==> src/rtl/timer_counter.sv <==
// timer_counter -- bus-mapped down-counting timer with interrupt.
//
// Register map (addr = bus address bits [3:2]):
//   0 CTRL   : bit0 EN, bits[2:1] MODE (01 auto-reload, otherwise one-shot),
//              bit3 IM (interrupt mask); bits[31:4] read as 0
//   1 PRESET : reload value, read/write
//   2 COUNT  : current count, read-only
//   3        : reserved, reads 0, writes ignored
//
// Ports:
//   clk   in   1  system clock, rising-edge
//   reset in   1  synchronous, active-high reset
//   addr  in   2  register select
//   we    in   1  write enable, sampled on the rising edge
//   din   in  32  write data
//   dout  out 32  read data, combinational from addr
//   irq   out  1  interrupt request = IM & IRQF (two flops ANDed)
//
// Timing: from the edge that writes EN=1, IRQF rises N+2 edges later
// (N = max(PRESET,1)); in auto-reload the period is N+3 cycles.
module timer_counter (
  input  logic        clk,
  input  logic        reset,
  input  logic [1:0]  addr,
  input  logic        we,
  input  logic [31:0] din,
  output logic [31:0] dout,
  output logic        irq
);

  typedef enum logic [1:0] {
    IDLE = 2'd0,
    LOAD = 2'd1,
    CNT  = 2'd2,
    INT  = 2'd3
  } state_t;

  state_t      state_q, state_d;
  logic [3:0]  ctrl_q, ctrl_d;
  logic [31:0] preset_q, preset_d;
  logic [31:0] count_q, count_d;
  logic        irqf_q, irqf_d;

  logic        wr_ctrl;
  logic        wr_preset;
  logic        en;
  logic        auto_reload;
  logic        en_eff;

  assign wr_ctrl     = we && (addr == 2'd0);
  assign wr_preset   = we && (addr == 2'd1);
  assign en          = ctrl_q[0];
  assign auto_reload = (ctrl_q[2:1] == 2'b01);
  // While counting, a same-cycle CTRL write decides whether we keep going,
  // so clearing EN stops the count at this very edge.
  assign en_eff      = wr_ctrl ? din[0] : en;

  always_ff @(posedge clk) begin
    if (reset) begin
      state_q  <= IDLE;
      ctrl_q   <= 4'd0;
      preset_q <= 32'd0;
      count_q  <= 32'd0;
      irqf_q   <= 1'b0;
    end else begin
      state_q  <= state_d;
      ctrl_q   <= ctrl_d;
      preset_q <= preset_d;
      count_q  <= count_d;
      irqf_q   <= irqf_d;
    end
  end

  always_comb begin
    state_d  = state_q;
    ctrl_d   = ctrl_q;
    preset_d = preset_q;
    count_d  = count_q;
    irqf_d   = irqf_q;

    case (state_q)
      IDLE: begin
        if (en) state_d = LOAD;
      end
      LOAD: begin
        count_d = preset_q;
        state_d = CNT;
      end
      CNT: begin
        if (!en_eff) begin
          state_d = IDLE;
        end else if (count_q > 32'd1) begin
          count_d = count_q - 32'd1;
        end else begin
          // Terminal count: 0 and 1 both land here, so they time the same.
          count_d = 32'd0;
          irqf_d  = 1'b1;
          state_d = INT;
        end
      end
      INT: begin
        state_d = IDLE;
        if (auto_reload) irqf_d    = 1'b0;
        else             ctrl_d[0] = 1'b0;
      end
      default: state_d = IDLE;
    endcase

    // Bus writes come last so they win over the FSM, including on IRQF.
    if (wr_ctrl) begin
      ctrl_d = din[3:0];
      irqf_d = 1'b0;
    end
    if (wr_preset) begin
      preset_d = din;
      irqf_d   = 1'b0;
    end
  end

  always_comb begin
    dout = 32'd0;
    case (addr)
      2'd0:    dout = {28'd0, ctrl_q};
      2'd1:    dout = preset_q;
      2'd2:    dout = count_q;
      default: dout = 32'd0;
    endcase
  end

  assign irq = ctrl_q[3] & irqf_q;

endmodule

==> config.mk <==
export PLATFORM = sky130hd
export DESIGN_NAME = timer_counter
export DESIGN_NICKNAME = d
export VERILOG_FILES = /design/src/rtl/timer_counter.sv
export SDC_FILE = /design/constraint.sdc
export NUM_CORES = 1
export LEC_CHECK = 0
export CORE_MARGIN = 2
export CORE_UTILIZATION = 50
export CTS_CLUSTER_SIZE = 40
export DETAILED_ROUTE_END_ITERATION = 7
export PLACE_DENSITY = 0.85
export RECOVER_POWER = 100
export SETUP_SLACK_MARGIN = 0.3
export SKIP_CTS_REPAIR_TIMING = 1
export SYNTH_ARGS = -nofsm -noshare
export SYNTH_HDL_FRONTEND = slang
export SYNTH_SLANG_ARGS = --single-unit
==> constraint.sdc <==
create_clock -name clk -period 6.9 [get_ports clk]
set_clock_uncertainty 0.05 [all_clocks]
set_input_delay 1.725 -clock clk [delete_from_list [all_inputs] [get_ports clk]]
set_output_delay 1.725 -clock clk [all_outputs]
set_load 0.05 [all_outputs]
Word-level counts from Yosys, hierarchy flattened
Cells that the tools add are included.
{"block": "word_totals", "n_memories": 0, "latchBits": 0, "ff_bits": 71, "romBits": 0, "ram_bits": 0}
{"block": "op_classes", "muxes": 16, "n_reduce_logical": 12, "div_mod_pow": 0, "magnitude_cmp": 1, "add_sub_neg": 1, "multipliers": 0, "n_eq_ne": 12, "n_bitwise": 1, "n_shift": 0}
{"op": "$pmux 32 s3", "n": 1}
{"op": "$mux 32", "n": 2}
{"op": "$pmux 32 s2", "n": 1}
{"op": "$gt 32x1->1 const B", "n": 1}
{"op": "$sub 32x1->32 const B", "n": 1}
{"op": "$ne 2x2->1 const B", "n": 5}
{"op": "$pmux 2 s4", "n": 1}
{"op": "$mux 1", "n": 7}
{"op": "$eq 2x1->1 const B", "n": 3}
{"op": "$eq 2x2->1 const B", "n": 3}
{"op": "$mux 2", "n": 3}
{"op": "$reduce_and 2->1", "n": 3}
{"op": "$reduce_bool 2->1", "n": 3}
{"op": "$logic_not 2->1", "n": 2}
{"op": "$reduce_and 4->1", "n": 1}
{"op": "$ne 3x3->1 const B", "n": 1}
{"op": "$reduce_or 3->1", "n": 1}
{"op": "$logic_and 1x1->1", "n": 2}
{"op": "$pmux 1 s2", "n": 1}
{"op": "$and 1x1->1", "n": 1}

Longest topological paths before layout
{"block": "logic_depth", "word_depth": 5, "ltp_mapped": 8, "ltp_nobuf": 7}

Worst setup path after synthesis
Ideal clock, no wire load.
{"block": "synth_path", "path_kind": "input -> output", "from": "input port addr[1]", "to": "output port dout[13]", "arrival_ns": 3.288, "path_stages": 5, "required_time_ns": 5.125, "setup_slack_ns": 1.837, "path_buffers": 3, "cell_sequence": "clkbuf_1 nor2b_1 clkbuf_1 buf_1 a22o_1"}
{"block": "synth_via", "elab_chain_cells": 2, "elab_cells_between_ends": 4, "cone_classes": "2 x eq/ne; 1 x mux; 1 x reduce/logical"}
{"item": "start, declared", "line": "24", "rtl": "input logic [1:0] addr,"}
{"item": "$eq 2x2->1 (tied with other cells)", "line": "122", "rtl": "case (addr)"}
{"item": "$pmux 32 s3 *", "line": "122"}
{"item": "end, declared", "line": "27", "rtl": "output logic [31:0] dout,"}
Mark *: on every way between the ends. The rest lies on a longest branch, timed or not.

Final worst setup path
Ends and elaborated chain as after synthesis.

==> flow_metrics.tcl <==
set metrics [dict create \
    slew_violations 33 \
    fp.dieH_um 94.7 \
    drc 0 \
    cts.reportedPaths.clkPinSlew_ns 0.07 \
    antenna_found_initial 0 \
    cts_inserted_buffers 9 \
    clock-sinks 71 \
    ant_nets 0 \
    yosysUniqueCellTypes 70 \
    initial_utilization 0.508 \
    grt_pass1_wl_um 18800 \
    worstMarginPinSlew_ns 1.66 \
    synth_top_area_frac 0.346 \
    fin_nets 623 \
    cp_top_family "buffers and inverters" \
    overflow 0 \
    worstReg2RegStart "count_q[14]" \
    yosys.area.top_type "dfxtp_1" \
    ys_ff_latch 71 \
    worstPathMaxFanout 28 \
    drt-vias-per-instance 6.26 \
    syn_area_per_cell_sq_um 7.57 \
    min_from "preset_q[12]" \
    clock_path_buffers 2 \
    cts-root-buf "clkbuf_8" \
    coreArea_sq_um 8090 \
    fmax_mhz 170 \
    drtIter0Drc 387 \
    place_congestion 0.916 \
    die_x_um 94.7 \
    final_common_cell "nand2_1" \
    dp_hpwl_um 7730 \
    htree_levels 3 \
    critical_path_class "primary input to primary output" \
    drive_gt1_frac 0.0662 \
    r2r_cells 5 \
    drv_cap 1 \
    post-route-period-util 0.855 \
    crit_slowest_cell "dlygate4sd3_1" \
    synth_edf_count 0 \
    crit_start "addr[1]" \
    p_leak_uw 0.00194 \
    cts_tree "yes" \
    status "finished, violations left" \
    synth_cells 543 \
    core.rowCount 33 \
    rsz0062_at_grt "no" \
    io_pins 70 \
    ff2ff_setup_slack_ns 3.73 \
    wl_per_cell_um 17.0 \
    required_ns 5.12 \
    syn_area_sq_um 4110 \
    min_path_cells 2 \
    slowest_delay_ns 0.89 \
    setup_tns_ns 0 \
    failed_checks "max-capacitance violations, max-slew violations" \
    worst_skew_pair.late_latency_ns 0.37 \
    ys.flop_type "dfxtp_1" \
    grtUsageTotal 0.264 \
    antennaDiodeCount 0 \
    fillers 738 \
    end_kind "primary output" \
    crit_buf_inv 3 \
    critPathLaunchType "primary input" \
    ys_seq_area_frac 0.346 \
    peakVddDrop_v 0.000109 \
    dieArea_sq_um 8960 \
    grt_start_max_net_pins 63 \
    drt_wl_total_um 11800 \
    min_period_ns 5.90 \
    power_density_nw_per_um2 198 \
    synth_area_leaders "dfxtp_1 (35%), nand2_1 (8.7%), a21oi_1 (7.7%), a22o_1 (6.4%), nor2_1 (4.7%)" \
    setup_viol 0 \
    holdCritPathClass "register to register" \
    arrival_ns 4.12 \
    grt_pass1_vias 4065 \
    syn_to_final_growth_pct 19.4 \
    crit_chain "dlygate4sd3_1, nor2b_2, buf_4, a22o_1, dlygate4sd3_1" \
    vias 4342 \
    final_cell_mix "nand2_1 (95), dfxtp_1 (71), a21oi_1 (63)" \
    finalHoldViolCount 0 \
    async_flop_share 0 \
    cpMostUsedCell "dlygate4sd3_1" \
    r2r_end "count_q[23]" \
    ys_warn_count 0 \
    drt-pass1-iter-count 5 \
    fin_total_pwr_uw 974 \
    io_buffers 69 \
    relSlewSlack -0.104 \
    hold_path_end "preset_q[12]" \
    synth_fp_nets 582 \
]
## worst max-delay path by stage
stage	end	slack, ns	cells after the start
final	dout[13]	1.00	5
after global routing	dout[21]	0.89	5
after CTS	dout[13]	1.10	5
after detailed placement	dout[13]	1.10	5
after global placement	dout[21]	1.13	5
after floorplan	dout[13]	1.84	5
## layer usage
metal	routed length, um	share of wire	up-vias	global-route usage
met1	5000	0.42	2068	0.334
met2	5670	0.48	185	0.432
met3	771	0.065	39	0.0415
met5	0	0	-	0
met4	360	0.030	0	0.139
li1	-	-	2050	-
## per-stage QoR
step                      utilization  std cells  hold slack [ns]  area (sq um)  setup slack, ns
after floorplan                     -        543            0.396          4110             1.84
after global placement          0.589        678            0.412          4770             1.13
after detailed placement        0.589        678            0.413          4770             1.10
after CTS                       0.610        694            0.424          4940             1.10
after global routing            0.606        694            0.436          4910            0.890
final                           0.606        694            0.425          4910             1.00
## cell usage after synthesis (5+ instances only)
| cell type | instances |
|---|---|
| a211oi_1 | 14 |
| a21oi_1 | 63 |
| a22o_1 | 30 |
| clkbuf_1 | 32 |
| dfxtp_1 | 71 |
| inv_1 | 12 |
| mux2i_1 | 8 |
| nand2_1 | 95 |
| nand3_1 | 9 |
| nand4_1 | 6 |
| nor2_1 | 51 |
| nor2b_1 | 6 |
| nor3_1 | 9 |
| nor4_1 | 10 |
| o211a_1 | 5 |
| o21ai_0 | 37 |
| or4_1 | 5 |
## power breakdown
group / internal, uW / switching [uW]
logic: 85.3 / 140
clock network: 131 / 174
registers: 424 / 19.2
## cells by family (layout without fill, tap and decap cells)
logic type      Yosys count  count (layout)  synth area share
mux                       9               9            0.0222
flops                    71              71             0.346
buf+inv                  56             102            0.0591
simple gates            222             222             0.263
fa+ha+maj                 2               2           0.00609
compound gates          181             181             0.299
xor+xnor                  2               2           0.00426
## sequential cells by signal, indices dropped and copies added, names as in the netlist
| register | count |
|---|---|
| ctrl_q | 4 |
| irqf_q | 1 |
| count_q | 32 |
| state_q | 2 |
| preset_q | 32 |
## final cells by class
cell class                 count  area [sq um]  share of cell area
clock buffer                   9           124              0.0252
clock inverter                 7          48.8             0.00995
inverter                      13          48.8             0.00995
multi-input combinational    416          2420               0.493
sequential                    71          1420               0.290
tap                          105           131              0.0268
timing repair buffer          73           712               0.145
## worst min-delay path, cell delays in order (launching register included)
cell and delay, ns:
dfxtp_1 0.33, nand2_1 0.06, a21oi_1 0.05
(Power assumes the default switching activity.)
